--- src/rtl/ipsxb_fft_stream_mon.sv ---
// ipsxb_fft_stream_mon
//   Runtime-configurable checker for the FFT core AXI4-Stream output. Over a
//   programmable number of frames it checks the index sequence (natural or
//   bit-reversed), tlast placement, block-exponent range and frame count.
//   Errors are held in sticky per-class flags, the first error is captured,
//   and a watchdog ends a stalled test.
//
//   Optional feature: define IPSXB_FFT_MON_ERR_CNT_EN to add o_err_cnt, a
//   saturating count of cycles in which any check fired.
//
// Ports
//   i_aclk, i_areset (sync, active high), i_aclken (clock enable)
//   i_axi4s_data_*   : monitored output stream (tdata is not checked)
//   i_cfg_logs_len   : log2 point size, clamped, latched on start
//   i_cfg_order      : 1 natural / 0 bit-reversed, latched on start
//   i_cfg_frame_num  : frames expected (0 means 1), latched on start
//   i_start_test     : start / restart pulse
//   i_abort          : force DONE (frame error if count short)
//   o_busy, o_chk_finished, o_err, o_err_flags[4:0]
//     flags: [0] index, [1] tlast missing, [2] tlast unexpected,
//            [3] frame count, [4] blk_exp range
//   o_frm_cnt, o_first_err_frm, o_first_err_idx
module ipsxb_fft_stream_mon #(
    parameter int unsigned MAX_LOGS_FFT_LEN = 12,
    parameter int unsigned MIN_LOGS_FFT_LEN = 3,
    parameter int unsigned INPUT_WIDTH      = 16,
    parameter int unsigned SCALE_MODE       = 0,
    parameter int unsigned FRM_CNT_WIDTH    = 16,
    parameter int unsigned TIMEOUT_WIDTH    = 24,
    localparam int unsigned OUTPUT_WIDTH    = (SCALE_MODE != 0) ? INPUT_WIDTH
                                              : INPUT_WIDTH + MAX_LOGS_FFT_LEN + 1,
    localparam int unsigned DATAOUT_WIDTH   = ((OUTPUT_WIDTH + 7) / 8) * 8,
    localparam int unsigned USER_WIDTH      = 8 * ((MAX_LOGS_FFT_LEN + 7) / 8 + 1)
) (
    input  logic                          i_aclk,
    input  logic                          i_areset,
    input  logic                          i_aclken,
    input  logic                          i_axi4s_data_tvalid,
    input  logic [2*DATAOUT_WIDTH-1:0]    i_axi4s_data_tdata,
    input  logic                          i_axi4s_data_tlast,
    input  logic [USER_WIDTH-1:0]         i_axi4s_data_tuser,
    input  logic [4:0]                    i_cfg_logs_len,
    input  logic                          i_cfg_order,
    input  logic [FRM_CNT_WIDTH-1:0]      i_cfg_frame_num,
    input  logic                          i_start_test,
    input  logic                          i_abort,
    output logic                          o_busy,
    output logic                          o_chk_finished,
    output logic                          o_err,
    output logic [4:0]                    o_err_flags,
    output logic [FRM_CNT_WIDTH-1:0]      o_frm_cnt,
    output logic [FRM_CNT_WIDTH-1:0]      o_first_err_frm,
    output logic [MAX_LOGS_FFT_LEN-1:0]   o_first_err_idx
`ifdef IPSXB_FFT_MON_ERR_CNT_EN
    ,
    output logic [15:0]                   o_err_cnt
`endif
);

    localparam int unsigned IDX_W    = MAX_LOGS_FFT_LEN;
    localparam int unsigned LEN_W    = 5;
    localparam int unsigned FLG_W    = 5;
    localparam int unsigned BEXP_MSB = USER_WIDTH - 4;

    typedef enum logic [1:0] {
        S_IDLE = 2'd0,
        S_RUN  = 2'd1,
        S_DONE = 2'd2
    } state_t;

    state_t                     state_q, state_d;
    logic [LEN_W-1:0]           len_q, len_d;
    logic                       ord_q, ord_d;
    logic [FRM_CNT_WIDTH-1:0]   tgt_q, tgt_d;
    logic [IDX_W-1:0]           cnt_q, cnt_d;
    logic [FRM_CNT_WIDTH-1:0]   frm_q, frm_d;
    logic [TIMEOUT_WIDTH-1:0]   wd_q, wd_d;
    logic [FLG_W-1:0]           flags_q, flags_d;
    logic [FRM_CNT_WIDTH-1:0]   ferr_frm_q, ferr_frm_d;
    logic [IDX_W-1:0]           ferr_idx_q, ferr_idx_d;
    logic                       busy_q, busy_d;
    logic                       fin_q, fin_d;
    logic                       err_q, err_d;

    logic [FLG_W-1:0]           hits_c;
    logic [LEN_W-1:0]           len_clamp_c;
    logic [LEN_W-1:0]           shamt_c;
    logic [IDX_W-1:0]           cnt_max_c;
    logic [IDX_W-1:0]           rev_full_c;
    logic [IDX_W-1:0]           exp_idx_c;
    logic [4:0]                 blk_exp_c;
    logic                       blk_bad_c;
    logic                       beat_c;
    logic                       at_last_c;
    logic                       unused_c;

    // tdata and the spare tuser bits carry nothing the checker looks at
    assign unused_c = ^{i_axi4s_data_tdata, i_axi4s_data_tuser};

    // Configured point size clamped to the supported range
    always_comb begin
        len_clamp_c = i_cfg_logs_len;
        if (i_cfg_logs_len < LEN_W'(MIN_LOGS_FFT_LEN)) begin
            len_clamp_c = LEN_W'(MIN_LOGS_FFT_LEN);
        end else if (i_cfg_logs_len > LEN_W'(MAX_LOGS_FFT_LEN)) begin
            len_clamp_c = LEN_W'(MAX_LOGS_FFT_LEN);
        end
    end

    // Expected index: reversing the full counter then shifting down by the
    // unused width gives the reverse of the low L bits with upper bits zero.
    assign shamt_c    = LEN_W'(MAX_LOGS_FFT_LEN) - len_q;
    assign cnt_max_c  = {IDX_W{1'b1}} >> shamt_c;
    assign rev_full_c = {<<{cnt_q}};
    assign exp_idx_c  = ord_q ? cnt_q : (rev_full_c >> shamt_c);

    assign beat_c    = i_axi4s_data_tvalid;
    assign at_last_c = (cnt_q == cnt_max_c);
    assign blk_exp_c = i_axi4s_data_tuser[BEXP_MSB -: 5];
    assign blk_bad_c = (SCALE_MODE != 0) ? (blk_exp_c > len_q) : (blk_exp_c != 5'd0);

`ifdef IPSXB_FFT_MON_ERR_CNT_EN
    logic [15:0] ecnt_q, ecnt_d;
`endif

    // Next-state, checks and captures
    always_comb begin
        state_d    = state_q;
        len_d      = len_q;
        ord_d      = ord_q;
        tgt_d      = tgt_q;
        cnt_d      = cnt_q;
        frm_d      = frm_q;
        wd_d       = wd_q;
        flags_d    = flags_q;
        ferr_frm_d = ferr_frm_q;
        ferr_idx_d = ferr_idx_q;
        hits_c     = '0;
`ifdef IPSXB_FFT_MON_ERR_CNT_EN
        ecnt_d     = ecnt_q;
`endif
        if (i_aclken) begin
            if (i_start_test) begin
                // start wins over a coincident beat
                state_d    = S_RUN;
                len_d      = len_clamp_c;
                ord_d      = i_cfg_order;
                tgt_d      = (i_cfg_frame_num == '0) ? FRM_CNT_WIDTH'(1) : i_cfg_frame_num;
                cnt_d      = '0;
                frm_d      = '0;
                wd_d       = '0;
                flags_d    = '0;
                ferr_frm_d = '0;
                ferr_idx_d = '0;
`ifdef IPSXB_FFT_MON_ERR_CNT_EN
                ecnt_d     = '0;
`endif
            end else begin
                case (state_q)
                    S_RUN: begin
                        hits_c[0] = beat_c && (i_axi4s_data_tuser[IDX_W-1:0] != exp_idx_c);
                        hits_c[1] = beat_c && at_last_c && !i_axi4s_data_tlast;
                        hits_c[2] = i_axi4s_data_tlast && (!beat_c || !at_last_c);
                        hits_c[4] = beat_c && blk_bad_c;
                        if (beat_c) begin
                            wd_d = '0;
                            // frame closes on tlast or on the last position
                            if (i_axi4s_data_tlast || at_last_c) begin
                                cnt_d = '0;
                                if (frm_q != '1) begin
                                    frm_d = frm_q + FRM_CNT_WIDTH'(1);
                                end
                            end else begin
                                cnt_d = cnt_q + IDX_W'(1);
                            end
                        end else begin
                            wd_d = wd_q + TIMEOUT_WIDTH'(1);
                        end
                        if ((frm_d >= tgt_q) || i_abort || (wd_d == '1)) begin
                            state_d   = S_DONE;
                            hits_c[3] = (frm_d < tgt_q);
                        end
                    end
                    S_DONE: begin
                        hits_c[3] = beat_c;
                    end
                    // IDLE is only reachable from reset, so no test has run yet
                    default: begin
                    end
                endcase
                flags_d = flags_q | hits_c;
                if ((flags_q == '0) && (hits_c != '0)) begin
                    ferr_frm_d = frm_q;
                    ferr_idx_d = cnt_q;
                end
`ifdef IPSXB_FFT_MON_ERR_CNT_EN
                if ((hits_c != '0) && (ecnt_q != 16'hFFFF)) begin
                    ecnt_d = ecnt_q + 16'd1;
                end
`endif
            end
        end
        busy_d = (state_d == S_RUN);
        fin_d  = (state_d != S_RUN);
        err_d  = |flags_d;
    end

    // State and output registers
    always_ff @(posedge i_aclk) begin
        if (i_areset) begin
            state_q    <= S_IDLE;
            len_q      <= LEN_W'(MIN_LOGS_FFT_LEN);
            ord_q      <= 1'b0;
            tgt_q      <= '0;
            cnt_q      <= '0;
            frm_q      <= '0;
            wd_q       <= '0;
            flags_q    <= '0;
            ferr_frm_q <= '0;
            ferr_idx_q <= '0;
            busy_q     <= 1'b0;
            fin_q      <= 1'b1;
            err_q      <= 1'b0;
        end else begin
            state_q    <= state_d;
            len_q      <= len_d;
            ord_q      <= ord_d;
            tgt_q      <= tgt_d;
            cnt_q      <= cnt_d;
            frm_q      <= frm_d;
            wd_q       <= wd_d;
            flags_q    <= flags_d;
            ferr_frm_q <= ferr_frm_d;
            ferr_idx_q <= ferr_idx_d;
            busy_q     <= busy_d;
            fin_q      <= fin_d;
            err_q      <= err_d;
        end
    end

`ifdef IPSXB_FFT_MON_ERR_CNT_EN
    // Saturating check-fire counter
    always_ff @(posedge i_aclk) begin
        if (i_areset) begin
            ecnt_q <= '0;
        end else begin
            ecnt_q <= ecnt_d;
        end
    end
    assign o_err_cnt = ecnt_q;
`endif

    assign o_busy          = busy_q;
    assign o_chk_finished  = fin_q;
    assign o_err           = err_q;
    assign o_err_flags     = flags_q;
    assign o_frm_cnt       = frm_q;
    assign o_first_err_frm = ferr_frm_q;
    assign o_first_err_idx = ferr_idx_q;

endmodule

--- config.mk ---
export PLATFORM = sky130hd
export DESIGN_NAME = ipsxb_fft_stream_mon
export DESIGN_NICKNAME = d
export VERILOG_FILES = /design/src/rtl/ipsxb_fft_stream_mon.sv
export SDC_FILE = /design/constraint.sdc
export NUM_CORES = 1
export LEC_CHECK = 0
export ABC_AREA = 1
export CAP_MARGIN = 20
export CORE_ASPECT_RATIO = 0.8
export CORE_MARGIN = 8
export CORE_UTILIZATION = 45
export CTS_CLUSTER_SIZE = 25
export DETAILED_ROUTE_END_ITERATION = 10
export GPL_ROUTABILITY_DRIVEN = 1
export HOLD_SLACK_MARGIN = 0.15
export PLACE_DENSITY_LB_ADDON = 0.25
export SLEW_MARGIN = 5
export SYNTH_ARGS = -nofsm -noshare
export SYNTH_HDL_FRONTEND = slang
export SYNTH_SLANG_ARGS = --single-unit
--- constraint.sdc ---
create_clock -name i_aclk -period 8.2 [get_ports i_aclk]
set_input_delay 1.64 -clock i_aclk [delete_from_list [all_inputs] [get_ports i_aclk]]
set_output_delay 1.64 -clock i_aclk [all_outputs]
set_load 0.05 [all_outputs]
==> results of run 1 <==
[area by class of cell]
cell class              count  area (um^2)  share of cell area
multi-input cells         945         4680               0.519
flip-flops and latches    112         2240               0.249
repair buffers            103         1010               0.112
inverters                 136          513              0.0569
well taps                 225          282              0.0312
clock buffers               9          225              0.0250
clock inverters             7         66.3             0.00735
[worst max-delay path, delay by kind of cell (launching register included)]
| family | cells | cell delay (ns) |
|---|---|---|
| fa+ha+maj | 2 | 0.59 |
| buf+inv | 5 | 0.73 |
| compound gates | 3 | 0.43 |
| simple gates | 25 | 3.78 |
| flops | 1 | 0.70 |
[routing by layer]
metal / track usage / part of all wire / up-vias
li1: - / - / 4263
met1: 0.307 / 0.49 / 3793
met2: 0.307 / 0.42 / 271
met3: 0.0512 / 0.075 / 17
met4: 0.0417 / 0.011 / 0
met5: 0 / 0 / -
[synthesized netlist by cell type (2+ instances only)]
| master | instances |
|---|---|
| buf_1 | 9 |
| a21oi_1 | 105 |
| buf_2 | 7 |
| xor2_1 | 5 |
| nand3_2 | 2 |
| a21boi_1 | 7 |
| dfxtp_1 | 112 |
| nand4_1 | 63 |
| o21ai_1 | 11 |
| nand3_1 | 161 |
| nand3b_1 | 3 |
| clkbuf_1 | 34 |
| o21ai_0 | 38 |
| buf_4 | 4 |
| a32oi_1 | 2 |
| nor2_4 | 5 |
| a31o_2 | 3 |
| or2_2 | 5 |
| inv_2 | 11 |
| nand2_2 | 13 |
| nand2_1 | 361 |
| nor2_1 | 85 |
| a31oi_1 | 3 |
| ha_1 | 24 |
| nor3_1 | 15 |
| nor2_2 | 6 |
| buf_6 | 8 |
| o21bai_1 | 5 |
| o211ai_1 | 4 |
| nor4_1 | 6 |
| inv_1 | 123 |
| nand2_4 | 3 |
[power by group through the flow]
stage / combinational, mW / clock (mW) / sequential (mW)
floorplan: 0.164 / 0 / 0.579
global placement: 0.232 / 0 / 0.574
detailed placement: 0.234 / 0 / 0.574
CTS: 0.235 / 0.451 / 0.561
global route: 0.264 / 0.473 / 0.563
finish: 0.237 / 0.443 / 0.562
[worst max path at each step]
stage / startpoint / end
detailed placement: i_axi4s_data_tvalid / o_first_err_frm[4]$_SDFFE_PP0P_
finish: len_q[0]$_SDFFE_PP1P_ / o_first_err_frm[4]$_SDFFE_PP0P_
CTS: len_q[0]$_SDFFE_PP1P_ / o_first_err_frm[4]$_SDFFE_PP0P_
global placement: i_axi4s_data_tvalid / o_first_err_frm[1]$_SDFFE_PP0P_
floorplan: len_q[0]$_SDFFE_PP1P_ / o_first_err_frm[12]$_SDFFE_PP0P_
global route: len_q[0]$_SDFFE_PP1P_ / o_first_err_frm[3]$_SDFFE_PP0P_
[registers in the layout (all words and copies together), names as in the netlist]
register         count
len_q                5
o_chk_finished       1
cnt_q               12
o_first_err_frm     16
state_q              2
tgt_q               16
o_first_err_idx     12
wd_q                24
o_err_flags          5
ord_q                1
o_frm_cnt           16
o_busy               1
o_err                1
[cell families after synthesis]
logic type	after synthesis
DFF	112
and+or+nand+nor	731
AOI/OAI and AO/OA	185
buffers and inverters	200
xor gates and xnor gates	5
adders and majority gates	24
[metrics by stage]
step	power, mW	instance area [um^2]	worst slack [ns]	hold slack [ns]	instances
3_3_place_gp	0.806	8730	1.87	0.471	1521
6_report	1.24	9020	1.78	0.483	1537
2_1_floorplan	0.743	7750	4.03	0.453	1257
4_1_cts	1.25	9020	1.89	0.485	1537
3_5_place_dp	0.808	8730	1.81	0.473	1521
5_1_grt	1.30	9020	1.15	0.506	1537
==> results.toml, run 1 <==
[power]
share_comb_of_total_power = 0.191
switching_share = 0.321
power.net_switching_mw = 0.398
ir_worst_vdd_v = 0.0000997
leakage_nw = 3.47
powerDensity_mw_per_mm2 = 138
p_int_mw = 0.843
pwr-share-clk = 0.357
seqPwrFrac = 0.452

[synthesis]
synth-warning-count = 0
netlist_area_mm2 = 0.00775
synthDistinctLibCells = 46
synth_cells = 1257
synth_area_leaders = "dfxtp_1 (29%), nand2_1 (17%), nand3_1 (10%), a21oi_1 (6.8%), inv_1 (6.0%)"
synth_edf_count = 0
synthArstFlopShare = 0
yosysSeqAreaShare = 0.289
ys_ff_latch = 112
synth.mux.area_fraction = 0
synth_compound_area_frac = 0.131
synth_ff_type = "dfxtp_1"
yosysTopAreaCell = "dfxtp_1"
synth_fp_nets = 1398
synth_xor_area_frac = 0.00565
synth-adder-area-share = 0.0387
synth_top_family_by_area = "simple AND/OR/NAND/NOR gates"
avgSynthCellArea_um2 = 6.17
synth_simple_gate_area_frac = 0.426
synth.top_cell.area_share = 0.289

[timing]
tightest_slew_ns = 1.03
fin_setup_tns_ns = 0
finalCritPeriodShare = 0.783
rsz0062_at_grt = "false"
relSlewSlack = 0.316
finalCriticalPeriod_ns = 6.42
skew_ns = 0.0111
hold_violations = 0
max_freq_mhz = 156
slew_violations = 0
setup_violations = 0

[clock_tree]
clockBufferDepth = 2
numCtsBuffers = 9
cts_sinks = 112
holdBufCountCts = 0
h-tree-depth = 3
clkTransAtPathRegs_ns = 0.08
clkLatencyLatePin_ns = 0.37
cts-resized-gates = 0
cts_setup_buffers = 0
cts_root_buf = "clkbuf_16"
cts_tree = "done"

[floorplan]
start_util = 0.453
fp.coreArea_mm2 = 0.0171
rows = 43
die_h_um = 133
io_pins = 169
die_w_um = 163
die_area_mm2 = 0.0217

[grt]
antenna_found_initial = 0
grt_pass1_vias = 7327
grt_max_degree = 84
grt_usage = 0.211
grt_overflow = 0
grt_first_pass_wirelength_um = 38000

[drt]
drcViolationCount = 0
viasPerCell = 5.43
vias = 8344
detail_route.first_pass.iterations = 5
avgRoutedWirePerCell_um = 15.1
final_antenna_net_count = 0
wirelength_um = 23200
drtIter0Drc = 690

[worst_setup_path]
cp-start-kind = "flop"
critPathSlowestCell = "dfxtp_1"
r2r_cells = 35
worstSetupEndpointType = "flop"
reg2reg_slack_ns = 1.78
rr_startpoint = "len_q[0]$_SDFFE_PP1P_"
path_max_fanout = 29
critPathMostFrequentCell = "nand2_1"
arrival_ns = 6.63
worstSetupPathType = "reg -> reg"
required_ns = 8.41
critPathMaxStageDelay_ns = 0.70
worstReg2RegEnd = "o_first_err_frm[4]$_SDFFE_PP0P_"

[cells_and_area]
nNetsFinal = 1448
drive_above_1_share = 0.0602
n_fill_cell = 1776
layout_common_cells = "nand2_1 (361), nand3_1 (161), inv_1 (123)"
syn_to_final_growth_pct = 16.3
final_common_cell = "nand2_1"
final_util = 0.527
antenna_cells = 0

[place]
place_hpwl_um = 16700
portBuffers = 97
place_congestion = 0.929

[worst_hold_path]
holdPathEnd = "o_first_err_idx[7]$_SDFFE_PP0P_"
hold_path_class = "reg -> reg"
min_path_cells = 2
hp-start = "o_first_err_idx[7]$_SDFFE_PP0P_"

[run]
maxCapViolations = 0

[run_status]
status = "finished, final reports clean"
(Power assumes the default switching activity.)
==> run 2: changes to the inputs <==
Clock period 8.2 ns to 6.52 ns, I/O delays scaled along.
==> run 2 against run 1 <==
Worst setup slack got worse by 0.96 ns; critical endpoint is now o_first_err_idx[6]$_SDFFE_PP0P_; clock skew is essentially flat; critical path depth stayed put; largest power group unchanged.
==> results.toml, run 2 (synthesis results as in run 1) <==
[worst_setup_path]
arrival_ns = 5.98
crit_start = "len_q[0]$_SDFFE_PP1P_"
worstSetupPathType = "reg -> reg"
critPathMaxStageDelay_ns = 0.42
path_max_fanout = 28
worstSetupEndpointType = "flop"
cp-start-kind = "flop"
critPathMostFrequentCell = "nand2_1"
r2r_cells = 35
rr_startpoint = "len_q[0]$_SDFFE_PP1P_"
reg2reg_slack_ns = 0.82
required_ns = 6.80
critPathSlowestCell = "nor2_2"
worstReg2RegEnd = "o_first_err_idx[6]$_SDFFE_PP0P_"
critPathCapture = "o_first_err_idx[6]$_SDFFE_PP0P_"

[timing]
relSlewSlack = 0.308
fin_setup_tns_ns = 0
slew_violations = 0
hold_violations = 0
tightest_slew_ns = 1.04
skew_ns = 0.0113
setup_violations = 0
setup_ws_ns = 0.820
whs_ns = 0.485
rsz0062_at_grt = "false"
finalCriticalPeriod_ns = 5.70
finalCritPeriodShare = 0.874
max_freq_mhz = 175

[cells_and_area]
n_fill_cell = 1738
antenna_cells = 0
final_util = 0.529
max_flop_register = "wd_q"
final_common_cell = "nand2_1"
drive_above_1_share = 0.0624
fin_cells = 1540
nNetsFinal = 1452
largest_reg_flops = 24
layout_common_cells = "nand2_1 (361), nand3_1 (161), inv_1 (123)"
syn_to_final_growth_pct = 16.6

[place]
place_inst = 1525
portBuffers = 97
dp_slack_ns = 0.917
place_congestion = 0.953
place_hpwl_um = 16700

[clock_tree]
cts_root_buf = "clkbuf_16"
h-tree-depth = 3
clkLatencyLatePin_ns = 0.37
clkTransAtPathRegs_ns = 0.07
cts_sinks = 112
cts_tree = "done"
holdBufCountCts = 0
cts_setup_buffers = 0
numCtsBuffers = 9
cts-resized-gates = 0
clockBufferDepth = 2

[grt]
grt_pass1_vias = 7486
grt_first_pass_wirelength_um = 38300
antenna_found_initial = 0
grt_max_degree = 84
grt_usage = 0.213
grt_overflow = 0

[run]
maxCapViolations = 0

[power]
ir_worst_vdd_v = 0.000115
leakage_nw = 3.49
powerDensity_mw_per_mm2 = 172

[floorplan]
die_area_mm2 = 0.0217
start_util = 0.453
io_pins = 169
fp.coreArea_mm2 = 0.0171
rows = 43
die_w_um = 163
die_h_um = 133

[drt]
drcViolationCount = 0
wirelength_um = 23100
detail_route.first_pass.iterations = 5
final_antenna_net_count = 0
viasPerCell = 5.45
avgRoutedWirePerCell_um = 15.0
drtIter0Drc = 692
vias = 8391

[worst_hold_path]
hold_path_class = "reg -> reg"

[run_status]
status = "finished, final reports clean"
[run 2: cell count changes in the layout (fill, tap and decap cells not counted)]
cell / delta
buf_4: +4
clkinv_2: -1
clkinvlp_4: -1
inv_6: +1
[run 2: area by class of cell]
| class | count | area, um^2 | area share |
|---|---|---|---|
| multi-input cells | 945 | 4680 | 0.517 |
| flip-flops and latches | 112 | 2240 | 0.248 |
| repair buffers | 107 | 1040 | 0.115 |
| inverters | 136 | 513 | 0.0567 |
| well taps | 225 | 282 | 0.0311 |
| clock buffers | 9 | 225 | 0.0249 |
| clock inverters | 6 | 62.6 | 0.00692 |
[run 2: worst min-delay path by stage]
stage / start / to / cells after the start
after CTS: o_first_err_frm[0]$_SDFFE_PP0P_ / o_first_err_frm[0]$_SDFFE_PP0P_ / 2
after global routing: o_first_err_idx[9]$_SDFFE_PP0P_ / o_first_err_idx[9]$_SDFFE_PP0P_ / 2
final: o_first_err_frm[5]$_SDFFE_PP0P_ / o_first_err_frm[5]$_SDFFE_PP0P_ / 2
after floorplan: tgt_q[1]$_SDFFE_PP0P_ / tgt_q[1]$_SDFFE_PP0P_ / 2
after detailed placement: o_first_err_frm[13]$_SDFFE_PP0P_ / o_first_err_frm[13]$_SDFFE_PP0P_ / 2
after global placement: o_first_err_frm[5]$_SDFFE_PP0P_ / o_first_err_frm[5]$_SDFFE_PP0P_ / 2
[run 2: metal layers]
metal,track usage,vias up,wire (um)
met5,0,-,0
met1,0.305,3779,11100
li1,-,4289,-
met4,0.0504,0,358
met3,0.0459,28,1830
met2,0.316,295,9810
[run 2: metrics by stage]
stage	power [mW]	instance area [um^2]
2_1_floorplan	0.934	7750
3_3_place_gp	1.01	8760
3_5_place_dp	1.02	8760
4_1_cts	1.57	9040
5_1_grt	1.64	9040
6_report	1.55	9040
[run 2: power breakdown]
group,total (mW),switching [mW],leakage (nW),internal [mW]
registers,0.704,0.00919,0.906,0.695
logic,0.303,0.203,2.45,0.100
clock network,0.546,0.278,0.141,0.268
[run 2: critical path: cells and delay by family (launching register included)]
family | cells | cell delay [ns]
buf+inv | 6 | 1.08
flops | 1 | 0.30
compound gates | 3 | 0.55
fa+ha+maj | 2 | 0.56
simple gates | 24 | 3.11
==> run 3: changes to the inputs <==
Settings changed: ABC_AREA 1 to unset.
==> run 3 against run 2 <==
Combinational power fell by 22%; critical path depth fell by 14; maximum frequency fell by 2.8%; critical path type unchanged; global-route usage fell by 0.93 points; sequential cell count did not move; first-iteration DRC count rose by 18%; clock skew rose by 0.0015 ns; worst hold slack got worse by 0.028 ns; clock power rose by 7.7%; synthesized cell count fell by 25%; final cell count fell by 20%; count of clock-buffer cells in the layout did not move.
==> results.toml, run 3 <==
[timing]
relSlewSlack = 0.274
tightest_slew_ns = 1.08
rsz0062_at_grt = "false"
fin_setup_tns_ns = 0
slew_violations = 0
setup_violations = 0
finalCriticalPeriod_ns = 5.87
finalCritPeriodShare = 0.900
max_freq_mhz = 170
skew_ns = 0.0129
hold_violations = 0

[place]
place_congestion = 0.900
portBuffers = 97
place_hpwl_um = 15700

[clock_tree]
clockBufferDepth = 2
numCtsBuffers = 9
cts_sinks = 112
cts_tree = "done"
h-tree-depth = 3
cts_root_buf = "clkbuf_16"
clkTransAtPathRegs_ns = 0.08
clkLatencyLatePin_ns = 0.36

[drt]
avgRoutedWirePerCell_um = 17.4
viasPerCell = 5.92
final_antenna_net_count = 0
drcViolationCount = 0
detail_route.first_pass.iterations = 5
drtIter0Drc = 814
wirelength_um = 21500
vias = 7312

[synthesis]
synthArstFlopShare = 0
yosysTopAreaCell = "dfxtp_1"
synthDistinctLibCells = 78
yosysSeqAreaShare = 0.303
ys_ff_latch = 112
yosysMostFrequentCell = "dfxtp_1"
synth_area_leaders = "dfxtp_1 (30%), a21oi_1 (4.7%), nand2_1 (4.5%), nor2_1 (4.5%), ha_1 (4.1%)"
synth_edf_count = 0
synth_cells = 948
synth-warning-count = 0
synth_common_cells = "dfxtp_1 (112), nand2_1 (88), nor2_1 (88), a21oi_1 (69), inv_1 (58)"
avgSynthCellArea_um2 = 7.80
synth_ff_type = "dfxtp_1"
synth.top_cell.area_share = 0.303
synth_fp_nets = 1089
netlist_area_mm2 = 0.00739

[floorplan]
io_pins = 169
die_w_um = 159
rows = 42
fp.coreArea_mm2 = 0.0163
die_area_mm2 = 0.0208
die_h_um = 131
start_util = 0.454

[worst_setup_path]
critPathSlowestCell = "a2111oi_0"
crit_chain = "inv_1 > ha_1 > xor2_2 > or4_1 > xnor2_1 > nor4_4 > a21oi_2 > or4_1 > buf_4 > nor2_1 > xnor2_1 > ha_1 > nand4_1 > a2111oi_0 > nor4b_1 > a22oi_1 > a21o_1 > o31ai_2 > o211ai_4 > buf_4 > o2bb2ai_1"
path_max_fanout = 28
arrival_ns = 6.11
worstSetupPathType = "reg -> reg"
worstSetupEndpointType = "flop"
cp-start-kind = "flop"
required_ns = 6.77
critPathMaxStageDelay_ns = 0.61

[power]
total_power_mw = 1.53
powerDensity_mw_per_mm2 = 174
leakage_nw = 2.93
ir_worst_vdd_v = 0.000124

[run_status]
status = "finished, final reports clean"

[grt]
grt_util_met3 = 0.0404
antenna_found_initial = 0
busiest_layer = "met2"
grt_max_degree = 61
grt_overflow = 0
grtUsageMet2 = 0.298
use_met1 = 0.296
grt_usage = 0.203
grt_pass1_vias = 6528
grt_first_pass_wirelength_um = 34700

[cells_and_area]
nNetsFinal = 1152
drive_above_1_share = 0.0591
largest_reg_flops = 24
n_fill_cell = 1589
syn_to_final_growth_pct = 18.7
max_flop_register = "wd_q"
antenna_cells = 0
final_common_cell = "dfxtp_1"
layout_common_cells = "dfxtp_1 (112), clkdlybuf4s50_1 (96), nand2_1 (88), nor2_1 (88), a21oi_1 (69)"

[run]
maxCapViolations = 0

[worst_hold_path]
hold_path_class = "reg -> reg"
[run 3: cell count changes after synthesis, sizes merged, moves of 12 or more]
| cell | delta |
|---|---|
| nor3 | +21 |
| and3 | +17 |
| nand4 | -48 |
| a31oi | +12 |
| xnor2 | +18 |
| inv | -77 |
| o2bb2ai | +28 |
| mux2i | +13 |
| nand3 | -130 |
| nand2 | -289 |
| and2 | +35 |
| a21oi | -37 |
[run 3: cells by family after synthesis]
logic type	share of synthesized area
flip-flops	0.303
AND/OR/NAND/NOR	0.264
adder cells (fa/ha/maj)	0.0433
AO/OA/AOI/OAI	0.248
buffers and inverters	0.0701
XOR/XNOR	0.0318
multiplexers	0.0389
[run 3: worst paths after layout]
| path | slack [ns] | cells past startpoint | end | from |
|---|---|---|---|---|
| setup / recovery | 0.65 | 21 | o_first_err_idx[7]$_SDFFE_PP0P_ | len_q[0]$_SDFFE_PP1P_ |
| hold / removal | 0.46 | 2 | tgt_q[8]$_SDFFE_PP0P_ | tgt_q[8]$_SDFFE_PP0P_ |
| setup reg to reg | 0.65 | 21 | o_first_err_idx[7]$_SDFFE_PP0P_ | len_q[0]$_SDFFE_PP1P_ |
| hold reg to reg | 0.46 | 2 | tgt_q[8]$_SDFFE_PP0P_ | tgt_q[8]$_SDFFE_PP0P_ |
[run 3: critical path, delay by kind of cell (launching register included)]
| kind | cells | cell delay (ns) |
|---|---|---|
| XOR/XNOR | 3 | 0.51 |
| AO/OA/AOI/OAI | 7 | 1.60 |
| flip-flops | 1 | 0.33 |
| AND/OR/NAND/NOR | 6 | 1.91 |
| adder cells (fa/ha/maj) | 2 | 0.70 |
| buffers and inverters | 3 | 0.70 |
[run 3: repair_timing]
item	CTS	global route
gates resized for setup	0	1
buffers inserted	0	0
hold buffers	0	0
hold endpoints to repair	0	0
endpoints found under the setup margin	0	4
[run 3: layer usage]
layer | wire length, um | up-vias | part of all wire
li1 | - | 3593 | -
met1 | 10700 | 3424 | 0.50
met2 | 8960 | 267 | 0.42
met3 | 1500 | 28 | 0.070
met4 | 350 | 0 | 0.016
met5 | 0 | - | 0
[run 3: final cells by class]
class,instances,area [um^2],share of cell area
tap,220,275,0.0314
clock buffer,9,225,0.0257
sequential,112,2240,0.256
timing repair buffer,113,1090,0.124
inverter,58,218,0.0248
clock inverter,7,86.3,0.00984
multi-input combinational,717,4640,0.529
[run 3: report_power, final]
group          switching (mW)  internal (mW)
clock                   0.281          0.307
combinational           0.144         0.0915
sequential             0.0107          0.694
total                   0.435           1.09
[run 3: through the flow]
step | instances | util | cell area [um^2] | setup WS (ns) | hold WS, ns
6_report | 1236 | 0.539 | 8770 | 0.653 | 0.456
4_1_cts | 1235 | 0.538 | 8760 | 0.601 | 0.460
3_5_place_dp | 1219 | 0.519 | 8450 | 0.617 | 0.448
2_1_floorplan | 948 | - | 7390 | 0.903 | 0.436
5_1_grt | 1236 | 0.539 | 8770 | 0.0378 | 0.482
3_3_place_gp | 1219 | 0.519 | 8450 | 0.731 | 0.446
==> variant (flow settings as in run 1) <==
Register the output `o_err_flags` once more; this adds one clock of latency there. The other outputs are not delayed to match.
--- a/src/rtl/ipsxb_fft_stream_mon.sv
+++ b/src/rtl/ipsxb_fft_stream_mon.sv
@@ -253,7 +253,9 @@
     assign o_busy          = busy_q;
     assign o_chk_finished  = fin_q;
     assign o_err           = err_q;
-    assign o_err_flags     = flags_q;
+    always_ff @(posedge i_aclk) begin
+        o_err_flags <= flags_q;
+    end
     assign o_frm_cnt       = frm_q;
     assign o_first_err_frm = ferr_frm_q;
     assign o_first_err_idx = ferr_idx_q;
Behaviour: not the same (Yosys sat finds a counterexample within 4 cycles, from zero or initial values and one cycle with i_areset high).
==> variant against run 1 <==
  * Maximum frequency is 9.0% higher
  * Worst setup slack better by 530 ps
  * Total power is 26% higher
  * Wire length is 1.7% lower
  * Clock skew is 2.1 ps lower
  * Sequential cell count is 5 higher
  * Synthesized area is 5.1% higher
  * Cell area is 7.6% higher
  * Synthesized cell count is 1.9% lower
  * Critical path type unchanged
==> variant: results (changes against run 1) <==
| Metric | Value |
|---|---|
| Status | finished, final reports clean (unchanged) |
| Total track usage | 0.2039 (was 0.2107) |
| M1 GR Usage | 0.2803 (was 0.3067) |
| Initial DRC Count | 802 (was 690) |
| Worst-case vdd ir drop | 150.4 uV (was 99.65 uV) |
| Max Fanout on Critical Path | 28 (was 29) |
| Area of the multi-input gates | 0.004917 sq mm (was 0.004678 sq mm) |
| Logic inverters | 139 (was 136) |
| Met2 usage | 0.3151 (was 0.3074) |
| Critical Path AT | 6230 ps (was 6630 ps) |
| Mapped Avg Cell Area | 6.606 sq um (was 6.168 sq um) |
| Data buffer area share | 0.1067 (was 0.1121) |
| Signal buffers | 106 (was 103) |
| Met3 usage | 0.05136 (was 0.05119) |
| Reg clk slew, reported paths | 60 ps (was 80 ps) |
| Met3 Wirelength | 1.651 mm (was 1.744 mm) |
| Slew headroom | 0.2927 (was 0.3165) |
| Worst hold stages | 0 (was 2) |
| Vias in the first global route | 7663 (was 7327) |
| Setup Skew | 9.023 ps (was 11.14 ps) |
| Final wirelength | 22.84 mm (was 23.23 mm) |
| Largest net degree at the start of global routing | 83 (was 84) |
| Lkg Pwr | 3.661 nW (was 3.475 nW) |
| WL/cell | 14.86 microns (was 15.11 microns) |
| Global-route wire length before repair | 38.41 mm (was 38.00 mm) |
| Final net count | 1435 (was 1448) |
| Area after DPL | 0.009105 sq mm (was 0.008726 sq mm) |
| Vias per cell | 5.423 (was 5.429) |
| FF/Latch Area | 0.002342 sq mm (was 0.002242 sq mm) |
| First-pass iteration count of the detailed router | 7 (was 5) |
| Synth-to-Final Area Change | 19.17% (was 16.30%) |
| Die area | 0.02269 sq mm (was 0.02171 sq mm) |
| Commonest cells in the synthesized netlist | nand2_1, nand3_1, inv_1, dfxtp_1, nor2_1 (was nand2_1, nand3_1, inv_1, dfxtp_1, a21oi_1) |
| DP Cell Count | 1505 (was 1521) |
| Post-DP HPWL | 16.32 mm (was 16.71 mm) |
| P_sw | 0.0004509 W (was 0.0003983 W) |
variant: power groups by stage:
stage	combinational (W)	clock (W)	sequential, W
after floorplan	0.000169	0	0.000601
after global placement	0.000226	0	0.000598
after detailed placement	0.000229	0	0.000598
after CTS	0.000230	0.000765	0.000585
after global routing	0.000258	0.000789	0.000586
final	0.000231	0.000754	0.000586
variant: cell families after synthesis:
group           synth area share
compound gates            0.1257
xor+xnor                0.007527
fa+ha+maj                0.03687
buf+inv                   0.1100
flops                     0.2876
simple gates              0.4324
variant: critical path: cells and delay by family (launching register included):
family / cells / cell delay (ps)
simple gates: 23 / 2920
buf+inv: 4 / 800
compound gates: 4 / 700
flops: 1 / 700
fa+ha+maj: 2 / 640
variant: worst paths after layout:
check,startpoint,to,slack (ps)
hold / removal,flags_q[0],o_err_flags[0],350
setup / recovery,len_q[0],o_first_err_frm[3],2310
setup reg to reg,len_q[0],o_first_err_frm[3],2310
hold reg to reg,flags_q[0],o_err_flags[0],350
